===== src/rtl/lsu_mem_stage_if.sv =====
// Data-memory request/response bus between the LSU memory stage (master) and data memory (slave).
interface lsu_mem_stage_if #(
  parameter int ADDR_W = 32
);
  logic              mem_req_valid;
  logic              mem_req_ready;
  logic              mem_req_we;
  logic [ADDR_W-1:0] mem_req_addr;
  logic [3:0]        mem_req_be;
  logic [ADDR_W-1:0] mem_req_wdata;
  logic              mem_rsp_valid;
  logic [ADDR_W-1:0] mem_rsp_rdata;

  modport master (
    output mem_req_valid, mem_req_we, mem_req_addr, mem_req_be, mem_req_wdata,
    input  mem_req_ready, mem_rsp_valid, mem_rsp_rdata
  );

  modport slave (
    input  mem_req_valid, mem_req_we, mem_req_addr, mem_req_be, mem_req_wdata,
    output mem_req_ready, mem_rsp_valid, mem_rsp_rdata
  );
endinterface


===== src/rtl/lsu_mem_stage.sv =====
// MIPS memory-access stage: one instruction in flight, load align/extend, LL/SC link tracking.
//   state | meaning
//   IDLE  | ready for a new ALU result
//   REQ   | memory request presented, waiting for mem_req_ready
//   WAIT  | load issued, waiting for mem_rsp_valid
//   RESP  | result presented to writeback, waiting for out_ready
module lsu_mem_stage #(
  parameter int          ADDR_W    = 32,
  parameter logic [5:0]  SC_OPCODE = 6'h38
) (
  input  logic              clk,
  input  logic              rst_n,
  input  logic              in_valid,
  output logic              in_ready,
  input  logic [5:0]        opcode,
  input  logic [ADDR_W-1:0] alu_result,
  input  logic [ADDR_W-1:0] store_data,
  input  logic [4:0]        dest_reg,
  lsu_mem_stage_if.master   mem,
  output logic              out_valid,
  input  logic              out_ready,
  output logic [ADDR_W-1:0] out_data,
  output logic [4:0]        out_dest,
  output logic              out_we,
  output logic              out_exc
);
  localparam logic [5:0] OP_LB  = 6'h20;
  localparam logic [5:0] OP_LH  = 6'h21;
  localparam logic [5:0] OP_LW  = 6'h23;
  localparam logic [5:0] OP_LBU = 6'h24;
  localparam logic [5:0] OP_LHU = 6'h25;
  localparam logic [5:0] OP_LL  = 6'h30;
  localparam logic [5:0] OP_SB  = 6'h28;
  localparam logic [5:0] OP_SH  = 6'h29;
  localparam logic [5:0] OP_SW  = 6'h2b;

  typedef enum logic [1:0] {IDLE, REQ, WAIT, RESP} state_t;

  state_t              state_q, state_d;
  logic [ADDR_W-1:0]   addr_q, addr_d, wdata_q, wdata_d, data_q, data_d;
  logic [5:0]          op_q, op_d;
  logic [3:0]          be_q, be_d;
  logic                we_q, we_d, owe_q, owe_d, exc_q, exc_d;
  logic [4:0]          dest_q, dest_d;
  logic                link_valid_q, link_valid_d;
  logic [ADDR_W-3:0]   link_addr_q, link_addr_d;

  logic                in_load, in_store, misalign, link_hit, req_link_hit;
  logic [7:0]          rsp_byte;
  logic [15:0]         rsp_half;
  logic [ADDR_W-1:0]   load_val;

  assign in_load  = opcode inside {OP_LB, OP_LH, OP_LW, OP_LBU, OP_LHU, OP_LL};
  assign in_store = opcode inside {OP_SB, OP_SH, OP_SW, SC_OPCODE};
  assign misalign = ((opcode inside {OP_LH, OP_LHU, OP_SH}) && alu_result[0]) ||
                    ((opcode inside {OP_LW, OP_LL, OP_SW, SC_OPCODE}) && (alu_result[1:0] != 2'b00));
  assign link_hit     = link_valid_q && (link_addr_q == alu_result[ADDR_W-1:2]);
  assign req_link_hit = link_valid_q && (link_addr_q == addr_q[ADDR_W-1:2]);

  always_comb begin
    rsp_byte = mem.mem_rsp_rdata[7:0];
    case (addr_q[1:0])
      2'd1:    rsp_byte = mem.mem_rsp_rdata[15:8];
      2'd2:    rsp_byte = mem.mem_rsp_rdata[23:16];
      2'd3:    rsp_byte = mem.mem_rsp_rdata[31:24];
      default: rsp_byte = mem.mem_rsp_rdata[7:0];
    endcase
    rsp_half = addr_q[1] ? mem.mem_rsp_rdata[31:16] : mem.mem_rsp_rdata[15:0];
    case (op_q)
      OP_LB:   load_val = {{(ADDR_W-8){rsp_byte[7]}}, rsp_byte};
      OP_LBU:  load_val = {{(ADDR_W-8){1'b0}}, rsp_byte};
      OP_LH:   load_val = {{(ADDR_W-16){rsp_half[15]}}, rsp_half};
      OP_LHU:  load_val = {{(ADDR_W-16){1'b0}}, rsp_half};
      default: load_val = mem.mem_rsp_rdata;
    endcase
  end

  always_comb begin
    state_d      = state_q;
    addr_d       = addr_q;
    wdata_d      = wdata_q;
    data_d       = data_q;
    op_d         = op_q;
    be_d         = be_q;
    we_d         = we_q;
    owe_d        = owe_q;
    exc_d        = exc_q;
    dest_d       = dest_q;
    link_valid_d = link_valid_q;
    link_addr_d  = link_addr_q;
    case (state_q)
      IDLE: if (in_valid) begin
        addr_d  = alu_result;
        op_d    = opcode;
        dest_d  = dest_reg;
        data_d  = '0;
        owe_d   = 1'b0;
        exc_d   = 1'b0;
        we_d    = in_store;
        case (opcode)
          OP_SB:   begin be_d = 4'b0001 << alu_result[1:0]; wdata_d = {(ADDR_W/8){store_data[7:0]}}; end
          OP_SH:   begin be_d = 4'b0011 << alu_result[1:0]; wdata_d = {(ADDR_W/16){store_data[15:0]}}; end
          default: begin be_d = 4'hF; wdata_d = store_data; end
        endcase
        // SC consumes the link whatever its outcome; the success decision uses the pre-clear value
        if (opcode == SC_OPCODE) link_valid_d = 1'b0;
        if (!(in_load || in_store)) begin
          data_d  = alu_result;
          owe_d   = 1'b1;
          state_d = RESP;
        end else if (misalign) begin
          exc_d   = 1'b1;
          state_d = RESP;
        end else if ((opcode == SC_OPCODE) && !link_hit) begin
          owe_d   = 1'b1;
          state_d = RESP;
        end else begin
          state_d = REQ;
        end
      end
      REQ: if (mem.mem_req_ready) begin
        if (we_q) begin
          if (req_link_hit) link_valid_d = 1'b0;
          if (op_q == SC_OPCODE) begin
            data_d = {{(ADDR_W-1){1'b0}}, 1'b1};
            owe_d  = 1'b1;
          end
          state_d = RESP;
        end else begin
          state_d = WAIT;
        end
      end
      WAIT: if (mem.mem_rsp_valid) begin
        data_d = load_val;
        owe_d  = 1'b1;
        if (op_q == OP_LL) begin
          link_valid_d = 1'b1;
          link_addr_d  = addr_q[ADDR_W-1:2];
        end
        state_d = RESP;
      end
      RESP: if (out_ready) begin
        exc_d   = 1'b0;
        state_d = IDLE;
      end
      default: state_d = IDLE;
    endcase
  end

  always_ff @(posedge clk or negedge rst_n) begin
    if (!rst_n) begin
      state_q      <= IDLE;
      addr_q       <= '0;
      wdata_q      <= '0;
      data_q       <= '0;
      op_q         <= '0;
      be_q         <= '0;
      we_q         <= 1'b0;
      owe_q        <= 1'b0;
      exc_q        <= 1'b0;
      dest_q       <= '0;
      link_valid_q <= 1'b0;
      link_addr_q  <= '0;
    end else begin
      state_q      <= state_d;
      addr_q       <= addr_d;
      wdata_q      <= wdata_d;
      data_q       <= data_d;
      op_q         <= op_d;
      be_q         <= be_d;
      we_q         <= we_d;
      owe_q        <= owe_d;
      exc_q        <= exc_d;
      dest_q       <= dest_d;
      link_valid_q <= link_valid_d;
      link_addr_q  <= link_addr_d;
    end
  end

  // Request fields are forced to zero outside REQ so the bus is quiet between transactions
  assign mem.mem_req_valid = (state_q == REQ);
  assign mem.mem_req_we    = mem.mem_req_valid && we_q;
  assign mem.mem_req_addr  = mem.mem_req_valid ? {addr_q[ADDR_W-1:2], 2'b00} : '0;
  assign mem.mem_req_be    = mem.mem_req_valid ? be_q : 4'h0;
  assign mem.mem_req_wdata = mem.mem_req_valid ? wdata_q : '0;

  assign in_ready  = (state_q == IDLE);
  assign out_valid = (state_q == RESP);
  assign out_data  = data_q;
  assign out_dest  = dest_q;
  assign out_we    = owe_q;
  assign out_exc   = exc_q;
endmodule

===== src/flat_wrapper.sv =====
// flat-port wrapper written by rule: the top's interface ports become plain ports
module lsu_mem_stage_flat 
#(
  parameter int          ADDR_W    = 32,
  parameter logic [5:0]  SC_OPCODE = 6'h38
)
  (clk, rst_n, in_valid, in_ready, opcode, alu_result, store_data, dest_reg, out_valid, out_ready, out_data, out_dest, out_we, out_exc, mem_mem_req_valid, mem_mem_req_we, mem_mem_req_addr, mem_mem_req_be, mem_mem_req_wdata, mem_mem_req_ready, mem_mem_rsp_valid, mem_mem_rsp_rdata);
  lsu_mem_stage_if #(.ADDR_W(ADDR_W)) mem_i ();
  input  logic clk;
  input  logic rst_n;
  input  logic in_valid;
  output logic in_ready;
  input  logic [5:0] opcode;
  input  logic [ADDR_W-1:0] alu_result;
  input  logic [ADDR_W-1:0] store_data;
  input  logic [4:0] dest_reg;
  output logic out_valid;
  input  logic out_ready;
  output logic [ADDR_W-1:0] out_data;
  output logic [4:0] out_dest;
  output logic out_we;
  output logic out_exc;
  output wire logic [$bits(mem_i.mem_req_valid)-1:0] mem_mem_req_valid;
  output wire logic [$bits(mem_i.mem_req_we)-1:0] mem_mem_req_we;
  output wire logic [$bits(mem_i.mem_req_addr)-1:0] mem_mem_req_addr;
  output wire logic [$bits(mem_i.mem_req_be)-1:0] mem_mem_req_be;
  output wire logic [$bits(mem_i.mem_req_wdata)-1:0] mem_mem_req_wdata;
  input wire logic [$bits(mem_i.mem_req_ready)-1:0] mem_mem_req_ready;
  input wire logic [$bits(mem_i.mem_rsp_valid)-1:0] mem_mem_rsp_valid;
  input wire logic [$bits(mem_i.mem_rsp_rdata)-1:0] mem_mem_rsp_rdata;
  assign mem_mem_req_valid = mem_i.mem_req_valid;
  assign mem_mem_req_we = mem_i.mem_req_we;
  assign mem_mem_req_addr = mem_i.mem_req_addr;
  assign mem_mem_req_be = mem_i.mem_req_be;
  assign mem_mem_req_wdata = mem_i.mem_req_wdata;
  assign mem_i.mem_req_ready = mem_mem_req_ready;
  assign mem_i.mem_rsp_valid = mem_mem_rsp_valid;
  assign mem_i.mem_rsp_rdata = mem_mem_rsp_rdata;
  lsu_mem_stage #(.ADDR_W(ADDR_W), .SC_OPCODE(SC_OPCODE)) u_core (.clk(clk), .rst_n(rst_n), .in_valid(in_valid), .in_ready(in_ready), .opcode(opcode), .alu_result(alu_result), .store_data(store_data), .dest_reg(dest_reg), .mem(mem_i), .out_valid(out_valid), .out_ready(out_ready), .out_data(out_data), .out_dest(out_dest), .out_we(out_we), .out_exc(out_exc));
endmodule

===== config.mk =====
export PLATFORM = sky130hd
export DESIGN_NAME = lsu_mem_stage_flat
export DESIGN_NICKNAME = d
export VERILOG_FILES = /design/src/rtl/lsu_mem_stage_if.sv /design/src/rtl/lsu_mem_stage.sv /design/src/flat_wrapper.sv
export SDC_FILE = /design/constraint.sdc
export NUM_CORES = 1
export LEC_CHECK = 0
export BUFFER_PORTS_ARGS = -buffer_cell sky130_fd_sc_hd__buf_2
export CAP_MARGIN = 10
export CORE_MARGIN = 1
export CORE_UTILIZATION = 45
export DETAILED_ROUTE_END_ITERATION = 7
export GPL_ROUTABILITY_DRIVEN = 0
export HOLD_SLACK_MARGIN = 0.06
export MAX_ROUTING_LAYER = met4
export PLACE_DENSITY_LB_ADDON = 0.2
export SYNTH_ARGS = -nofsm -noshare
export SYNTH_HDL_FRONTEND = slang
export SYNTH_SLANG_ARGS = --single-unit

===== constraint.sdc =====
create_clock -name clk -period 2.5 [get_ports clk]
set_input_delay 0.375 -clock clk [delete_from_list [all_inputs] [get_ports clk]]
set_output_delay 0.375 -clock clk [all_outputs]
set_load 0.02 [all_outputs]

==> flow_summary.toml, run 1 <==
[run_status]
status = "completed"

[synthesis]
synth-edff-count = 0
synth-seq-cells = 147
synth-main-ff-cell = "dfrtp_1"
netlist_area_um2 = 8220
ys_types = 59
yosys_warnings = 0
synth_area_per_cell_um2 = 10.09
synth_cells = 815
synth-async-reset-ratio_pct = 100.0
synth-seq-area-share_pct = 44.75

[route]
vias_per_cell = 5.555
met2_length_um = 10760
highest_layer = "met4"
vias = 7061
dr.pass1.iters = 4
wl_per_cell_um = 18.95
first_iter_violations = 478
wl_met1_um = 11450
ant_nets = 0
drt-total-wl_um = 24090
drc = 0
routed-wl-met3_um = 1416

[sta]
worst_hold_slack_ps = 176.4
finalCritPeriodShare_pct = 90.76
worst_slew_pin_slew_ps = 528.5
rsz0062_at_grt = "no"
fmax_ghz = 0.4407
timing.setup.tns_ps = 0
skew_ps = 15.25
hold_viol_final = 0
maxSlewHeadroom_pct = 64.77
min_period_ps = 2269
setup_viol = 0
maxSlewViolCount = 0

[grt]
grtUsageTotal_pct = 26.95
grt-ovfl-total = 0
grt_pass1_vias = 6492
grt_max_degree = 56
grt_pass1_wl_um = 36710
antenna_found_initial = 0

[clocking]
clk_pin_slew_ps = 60
cts_tree = "built"
insertion_delay_ps = 430
cts_buffer_depth = 2
root_buffer = "clkbuf_16"
h-tree-depth = 4
clkSinkCount = 147
cts_buffers = 17

[finish]
utilization_pct = 57.49
fin_area_um2 = 10290
area_growth_pct = 25.21
nets = 1147
antenna_cells = 0
drive_gt1_share_pct = 37.24

[place]
dp_hpwl_um = 18080
postPlaceCellArea_um2 = 9689
numPortBuffers = 221

[hold_path]
whs_path_depth = 2
worst_hold_path_type = "input pin to flip-flop"
hp-start = "dest_reg[0]"
hold-path-endpoint = "u_core.out_dest[0]$_DFFE_PN0P_"

[die]
core_um2 = 17900
die_h_um = 137.2
start_util_pct = 45.92
num_rows = 49
dieArea_um2 = 18810
ios = 224
die_w_um = 137.2

[setup_path]
reg2reg_depth = 7
crit_type = "flip-flop to output pin"
r2r_slack_ps = 230
slowest_stage = "dfrtp_1"
startpoint = "u_core.state_q[1]$_DFFE_PN0P_"
cp.arrival_ps = 1890
worst-path-buf-inv = 3
timing.rr.start = "u_core.state_q[0]$_DFFE_PN0P_"
crit_cells = 5
end_kind = "output pin"
r2r_end = "u_core.out_data[17]$_DFFE_PN0P_"
cp_data_required_time_ps = 2120
critPathMaxFanout = 55
max_stage_delay_ps = 410
startpoint_type = "flip-flop"
critPathTopFamily = "buffers and inverters"
path_cells = "inv_1 -> ha_2 -> buf_6 -> and2_1 -> buf_2"

[pwr]
leakagePower_nw = 5.005
p_per_area_nw_per_um2 = 1295
ir_worst_vdd_uv = 735.9
total_power_mw = 13.33

[run]
maxCapViolCount = 0
## power breakdown
part | internal [mW] | leakage (nW) | switching, mW
clock network | 1.56 | 0.286 | 1.02
registers | 3.50 | 1.84 | 0.938
logic | 2.68 | 2.88 | 3.63
total | 7.74 | 5.00 | 5.59
## per-layer routing
metal | up-vias | global-route usage, %
li1 | 3300 | -
met5 | - | -
met2 | 250 | 37.15
met1 | 3480 | 39.41
met4 | 0 | 8.730
met3 | 31 | 5.185
## registers in the layout, indices dropped and copies added (netlist names)
name                 count
u_core.addr_q           32
u_core.out_data         32
u_core.wdata_q          32
u_core.link_addr_q      30
u_core.op_q              6
u_core.out_dest          5
u_core.be_q              4
u_core.state_q           2
u_core.link_valid_q      1
u_core.out_exc           1
u_core.out_we            1
u_core.we_q              1
## logic make-up after synthesis
group / count (synthesis) / synth area share, %
and+or+nand+nor: 261 / 16.10
other: 1 / 0.04562
AOI/OAI and AO/OA: 159 / 12.63
adders and majority gates: 4 / 0.6089
xor gates and xnor gates: 60 / 6.393
DFF: 147 / 44.75
buffers and inverters: 60 / 2.983
muxes: 123 / 16.48
## layout by cell type, fill, tap and decap left out, types with 5 or more instances in the layout
cell type / count
o211ai_1: 6
nor2b_1: 5
inv_1: 7
xnor2_1: 30
dfrtp_1: 147
nor4_1: 7
clkbuf_16: 17
a22o_1: 5
nand2_1: 64
nor3_1: 6
mux2i_1: 33
buf_4: 20
o21ai_0: 49
nor2_1: 52
nand2b_1: 5
nand3_1: 25
o2bb2ai_1: 7
a21oi_1: 45
buf_12: 5
nand4_1: 11
buf_2: 220
xor2_1: 30
and2_1: 68
a21boi_0: 5
mux2_2: 89
o21ai_1: 5
o211ai_2: 10
## through the flow
stage / worst slack [ps] / instances
2_1_floorplan: 203.7 / 816
6_report: 230.9 / 1271
5_1_grt: 118.0 / 1271
4_1_cts: 120.7 / 1271
3_5_place_dp: 260.7 / 1239
3_3_place_gp: 334.2 / 1239
## final cells by class
type                    count  area (um2)
fillers                  1601        7610
clock buffers              18       429.2
repair buffers            248        1384
flip-flops and latches    147        3679
well taps                 229       286.5
multi-input cells         609        4328
inverters                   7       26.28
clock inverters            13       160.2
## cell usage after synthesis (7+ instances only)
| cell | n | area [um2] |
|---|---|---|
| a21oi_1 | 46 | 230.2 |
| nand3_1 | 25 | 125.1 |
| o2bb2ai_1 | 7 | 61.31 |
| o211ai_2 | 10 | 125.1 |
| o21ai_0 | 49 | 245.2 |
| xnor2_1 | 30 | 262.8 |
| nand4_1 | 11 | 68.82 |
| nand2_1 | 65 | 244.0 |
| xor2_1 | 30 | 262.8 |
| and2_1 | 68 | 425.4 |
| clkbuf_1 | 45 | 168.9 |
| inv_1 | 7 | 26.28 |
| dfrtp_1 | 147 | 3679 |
| nor4_1 | 7 | 43.79 |
| mux2_2 | 89 | 1002 |
| nor2_1 | 52 | 195.2 |
| mux2i_1 | 33 | 330.3 |
## how the worst max path moves through the flow
stage                                 endpoint  slack, ps
2_1_floorplan  u_core.out_data[21]$_DFFE_PN0P_        200
3_5_place_dp   u_core.out_data[17]$_DFFE_PN0P_        260
5_1_grt                    mem_mem_req_addr[9]        120
6_report                   mem_mem_req_addr[9]        230
3_3_place_gp   u_core.out_data[20]$_DFFE_PN0P_        330
4_1_cts                         mem_mem_req_we        120
## what timing repair did
item                                   4_1_cts  5_1_grt
hold buffers                                 1        0
resized for setup                            0        1
buffers inserted                             0        0
endpoints found under the hold margin       51        0
setup endpoints to repair                    0        1
(Power assumes the default switching activity.)
==> inputs of run 2 (changes only) <==
--- a/config.mk
+++ b/config.mk
@@ -7,8 +7,10 @@
 export LEC_CHECK = 0
 export BUFFER_PORTS_ARGS = -buffer_cell sky130_fd_sc_hd__buf_2
 export CAP_MARGIN = 10
+export CELL_PAD_IN_SITES_DETAIL_PLACEMENT = 1
+export CELL_PAD_IN_SITES_GLOBAL_PLACEMENT = 2
 export CORE_MARGIN = 1
-export CORE_UTILIZATION = 45
+export CORE_UTILIZATION = 32
 export DETAILED_ROUTE_END_ITERATION = 7
 export GPL_ROUTABILITY_DRIVEN = 0
 export HOLD_SLACK_MARGIN = 0.06
==> flow_summary.toml, run 2 (synthesis gave the netlist of run 1 again) <==
[setup_path]
crit_type = "flip-flop to flip-flop"
cp_data_required_time_ps = 2850
critPathMaxFanout = 27
cp.arrival_ps = 2670
cp-endpoint = "u_core.out_data[18]$_DFFE_PN0P_"
r2r_end = "u_core.out_data[18]$_DFFE_PN0P_"
startpoint = "u_core.state_q[0]$_DFFE_PN0P_"
startpoint_type = "flip-flop"
timing.rr.start = "u_core.state_q[0]$_DFFE_PN0P_"
reg2reg_depth = 8
r2r_slack_ps = 190
end_kind = "flip-flop"

[clocking]
cts_tree = "built"
clk_pin_slew_ps = 70
insertion_delay_ps = 440
cts_buffers = 17
cts_buffer_depth = 2
hold_buffers = 1
root_buffer = "clkbuf_16"
post_cts_buffers = 0
clkSinkCount = 147
cts_resized = 0
h-tree-depth = 4

[sta]
worst_slew_pin_slew_ps = 586.2
min_period_ps = 2313
skew_ps = 14.63
timing.setup.tns_ps = 0
maxSlewViolCount = 0
maxSlewHeadroom_pct = 60.92
rsz0062_at_grt = "no"
fmax_ghz = 0.4322
hold_viol_final = 0
setup_viol = 0
finalCritPeriodShare_pct = 92.54

[route]
ant_nets = 0
vias_per_cell = 5.049
first_iter_violations = 333
wl_per_cell_um = 20.90
dr.pass1.iters = 4
drt-total-wl_um = 28870
vias = 6972
drc = 0

[die]
die_w_um = 162.3
num_rows = 58
ios = 224
die_h_um = 162.3
start_util_pct = 32.64
dieArea_um2 = 26330
core_um2 = 25180

[run]
maxCapViolCount = 0

[hold_path]
worst_hold_path_type = "input pin to flip-flop"

[place]
placedCellCount = 1345
dp_hpwl_um = 21710
numPortBuffers = 221

[finish]
fin_cells = 1381
area_growth_pct = 27.49
drive_gt1_share_pct = 37.69
nets = 1152
final_cell_mix = "220 x buf_2, 147 x dfrtp_1, 89 x mux2_2, 68 x and2_1, 64 x nand2_1"
nFillCells = 2900
layout_commonest_cell = "buf_2"

[grt]
grt_pass1_vias = 7297
grtUsageTotal_pct = 23.15
grt_max_degree = 64
grt_pass1_wl_um = 44250
grt-ovfl-total = 0
antenna_found_initial = 3

[pwr]
p_per_area_nw_per_um2 = 1305
leakagePower_nw = 5.037
ir_worst_vdd_uv = 484.5

[run_status]
status = "completed"
## run 2: worst min-delay path by stage
stage,from,endpoint,cells past startpoint
2_1_floorplan,rst_n,u_core.addr_q[0]$_DFFE_PN0P_,0
3_3_place_gp,rst_n,u_core.out_dest[3]$_DFFE_PN0P_,1
3_5_place_dp,rst_n,u_core.out_dest[3]$_DFFE_PN0P_,1
4_1_cts,dest_reg[4],u_core.out_dest[4]$_DFFE_PN0P_,2
5_1_grt,dest_reg[4],u_core.out_dest[4]$_DFFE_PN0P_,2
6_report,dest_reg[4],u_core.out_dest[4]$_DFFE_PN0P_,2
## run 2: critical path: stages, from the launching register on
cell and delay [ps]:
dfrtp_1 380, inv_1 100, ha_1 220, nor2b_1 140, or2_1 290, a2111oi_2 420
buf_4 380, nand3_1 180, o211ai_1 120
## run 2: cell type report
type | instances | area (um2) | area share (%)
Antenna cell | 3 | 7.507 | 0.07163
Clock buffer | 17 | 425.4 | 4.059
Clock inverter | 15 | 183.9 | 1.755
Inverter | 7 | 26.28 | 0.2507
Multi-Input combinational cell | 609 | 4328 | 41.30
Sequential cell | 147 | 3679 | 35.10
Tap cell | 330 | 412.9 | 3.940
Timing Repair Buffer | 253 | 1418 | 13.53
## run 2: per-stage QoR
step,hold slack [ps],utilization [%],setup WS [ps],area [um2],power (mW)
after global routing,166.2,41.62,64.39,10480,14.63
after global placement,304.8,39.13,229.2,9853,10.92
after floorplan,79.41,-,203.7,8224,8.672
after detailed placement,303.9,39.13,183.8,9853,11.06
final,167.9,41.62,186.5,10480,13.67
after CTS,158.6,41.59,141.2,10470,13.83
## run 2: where the power goes
part	switching (mW)	internal, mW
Clock	1.25	1.45
Combinational	3.82	2.71
Sequential	0.953	3.50
Total	6.02	7.65
## run 2: metal layers
metal	share of wire [%]	track usage [%]	wire, um	up-vias
li1	-	-	-	3308
met3	6.4	6.282	1854	28
met2	47	36.40	13470	194
met5	0	-	0	-
met1	45	29.22	13000	3442
met4	1.9	6.132	545	0
==> inputs of run 3 (changes only) <==
--- a/config.mk
+++ b/config.mk
@@ -9,8 +9,10 @@
 export CAP_MARGIN = 10
 export CELL_PAD_IN_SITES_DETAIL_PLACEMENT = 1
 export CELL_PAD_IN_SITES_GLOBAL_PLACEMENT = 2
+export CORE_ASPECT_RATIO = 1.5
 export CORE_MARGIN = 1
-export CORE_UTILIZATION = 32
+export CORE_UTILIZATION = 33
+export CTS_BUF_LIST = sky130_fd_sc_hd__clkbuf_2
 export DETAILED_ROUTE_END_ITERATION = 7
 export GPL_ROUTABILITY_DRIVEN = 0
 export HOLD_SLACK_MARGIN = 0.06
==> flow_summary.toml, run 3 (synthesis gave the netlist of run 1 again) <==
[run_status]
status = "finished, violations left"
violations = "setup timing"

[setup_path]
worst-path-buf-inv = 4
critPathMaxFanout = 16
reg2reg_depth = 7
critPathTopFamily = "buffers and inverters"
r2r_slack_ps = 110
path_cells = "dlygate4sd3_1 -> buf_2 -> nand2_1 -> or4_4 -> mux2i_1 -> dlygate4sd3_1 -> o21ai_0 -> dlygate4sd3_1"
crit_type = "input pin to flip-flop"
startpoint = "opcode[3]"
cp.arrival_ps = 3350
r2r_end = "u_core.out_data[16]$_DFFE_PN0P_"
end_kind = "flip-flop"
slowest_stage = "dlygate4sd3_1"
cp_common_cell = "dlygate4sd3_1"
timing.rr.start = "u_core.state_q[0]$_DFFE_PN0P_"
startpoint_type = "input pin"
cp_data_required_time_ps = 3230
crit_cells = 8
max_stage_delay_ps = 610
cp-endpoint = "u_core.wdata_q[23]$_DFFE_PN0P_"

[grt]
grt_max_degree = 60
use_met3_pct = 4.603
grt_pass1_wl_um = 48200
use_met2_pct = 46.50
grt_pass1_vias = 8183
grt-ovfl-total = 0
antenna_found_initial = 3
grt-busiest-layer = "met2"
gr-usage-met1_pct = 29.23
grtUsageTotal_pct = 26.83

[sta]
fin_ws_ps = -119.5
skew_ps = 49.65
hold_viol_final = 0
worst_slew_pin_slew_ps = 589.2
min_period_ps = 2619
setup_viol = 1
maxSlewHeadroom_pct = 60.31
rsz0062_at_grt = "yes"
finalCritPeriodShare_pct = 104.8
maxSlewViolCount = 0
fmax_ghz = 0.3818

[place]
dp_hpwl_um = 21930
numPortBuffers = 221
placedCellCount = 1335

[clocking]
cts_tree = "built"
clkSinkCount = 147
clk_pin_slew_ps = 220
insertion_delay_ps = 790
root_buffer = "clkbuf_2"
cts_buffers = 17
cts_buffer_depth = 2
h-tree-depth = 4

[finish]
final_cell_mix = "152 x buf_2, 147 x dfrtp_1, 111 x dlygate4sd3_1, 89 x mux2_2, 71 x buf_6"
drive_gt1_share_pct = 40.53
nFillCells = 2702
nets = 1276
fin_cells = 1499
layout_commonest_cell = "buf_2"
multi_input_area_um2 = 4532
final-seq-area_um2 = 3679
area_growth_pct = 47.87

[route]
drc = 0
dr.pass1.iters = 4
drt-total-wl_um = 33230
ant_nets = 0
wl_per_cell_um = 22.17
vias = 7674
vias_per_cell = 5.119
first_iter_violations = 301

[die]
start_util_pct = 33.64
core_um2 = 24440
num_rows = 70
dieArea_um2 = 25560
die_w_um = 130.9
die_h_um = 195.3
ios = 224

[pwr]
ir_worst_vdd_uv = 448.5
leakagePower_nw = 5.642
p_per_area_nw_per_um2 = 1184
total_power_mw = 14.39

[run]
maxCapViolCount = 0

[hold_path]
worst_hold_path_type = "input pin to flip-flop"
==> run 3: final cells by class <==
class,count,share of cell area (%)
inverter,7,0.2162
sequential,147,30.26
clock inverter,14,1.122
antenna,3,0.06176
timing repair buffer,377,26.98
clock buffer,18,0.7411
tap,324,3.335
multi-input combinational,609,37.28
==> run 3: report_power, final <==
group	internal [mW]	switching, mW
clock network	0.455	0.950
logic	4.11	4.38
registers	3.48	1.02
total	8.04	6.35
==> run 3: worst min-delay path by stage <==
| stage | from | end | slack [ps] | cells past startpoint |
|---|---|---|---|---|
| after CTS | mem_mem_rsp_rdata[4] | u_core.out_data[4]$_DFFE_PN0P_ | 60 | 4 |
| after floorplan | rst_n | u_core.addr_q[0]$_DFFE_PN0P_ | 80 | 0 |
| final | mem_mem_rsp_rdata[4] | u_core.out_data[4]$_DFFE_PN0P_ | 110 | 4 |
| after global placement | rst_n | u_core.link_addr_q[19]$_DFFE_PN0P_ | 370 | 1 |
| after global routing | mem_mem_rsp_rdata[4] | u_core.out_data[4]$_DFFE_PN0P_ | 90 | 4 |
| after detailed placement | rst_n | u_core.link_addr_q[19]$_DFFE_PN0P_ | 360 | 1 |
==> run 3: what timing repair did <==
action | in CTS | in global routing
endpoints found under the setup margin | 69 | 86
resized for setup | 124 | 92
cloned | 5 | 4
hold buffers | 111 | 1
endpoints found under the hold margin | 262 | 2
pin swaps | 0 | 1
setup buffers | 8 | 1
==> run 3: metrics by stage <==
step / cell area [um2] / util [%] / worst slack, ps / setup TNS [ps] / hold slack [ps]
final: 12160 / 49.74 / -119.5 / -119.5 / 111.4
after global routing: 12160 / 49.74 / -163.2 / -5110 / 86.98
after CTS: 11770 / 48.16 / -67.97 / -1538 / 62.50
after detailed placement: 9816 / 40.17 / 106.1 / 0 / 364.1
after global placement: 9816 / 40.17 / 146.5 / 0 / 373.9
after floorplan: 8224 / - / 203.7 / 0 / 79.41
==> run 3: metal layers <==
layer / vias to the layer above / wire length (um)
met3: 66 / 1318
met4: 0 / 1444
li1: 3561 / -
met2: 228 / 17720
met5: - / 0
met1: 3819 / 12750
==> run 3: tightest hold or removal path, stage by stage <==
cell and delay, ps:
buf_2 100, a22o_1 120, o21ai_0 110, a21oi_1 140
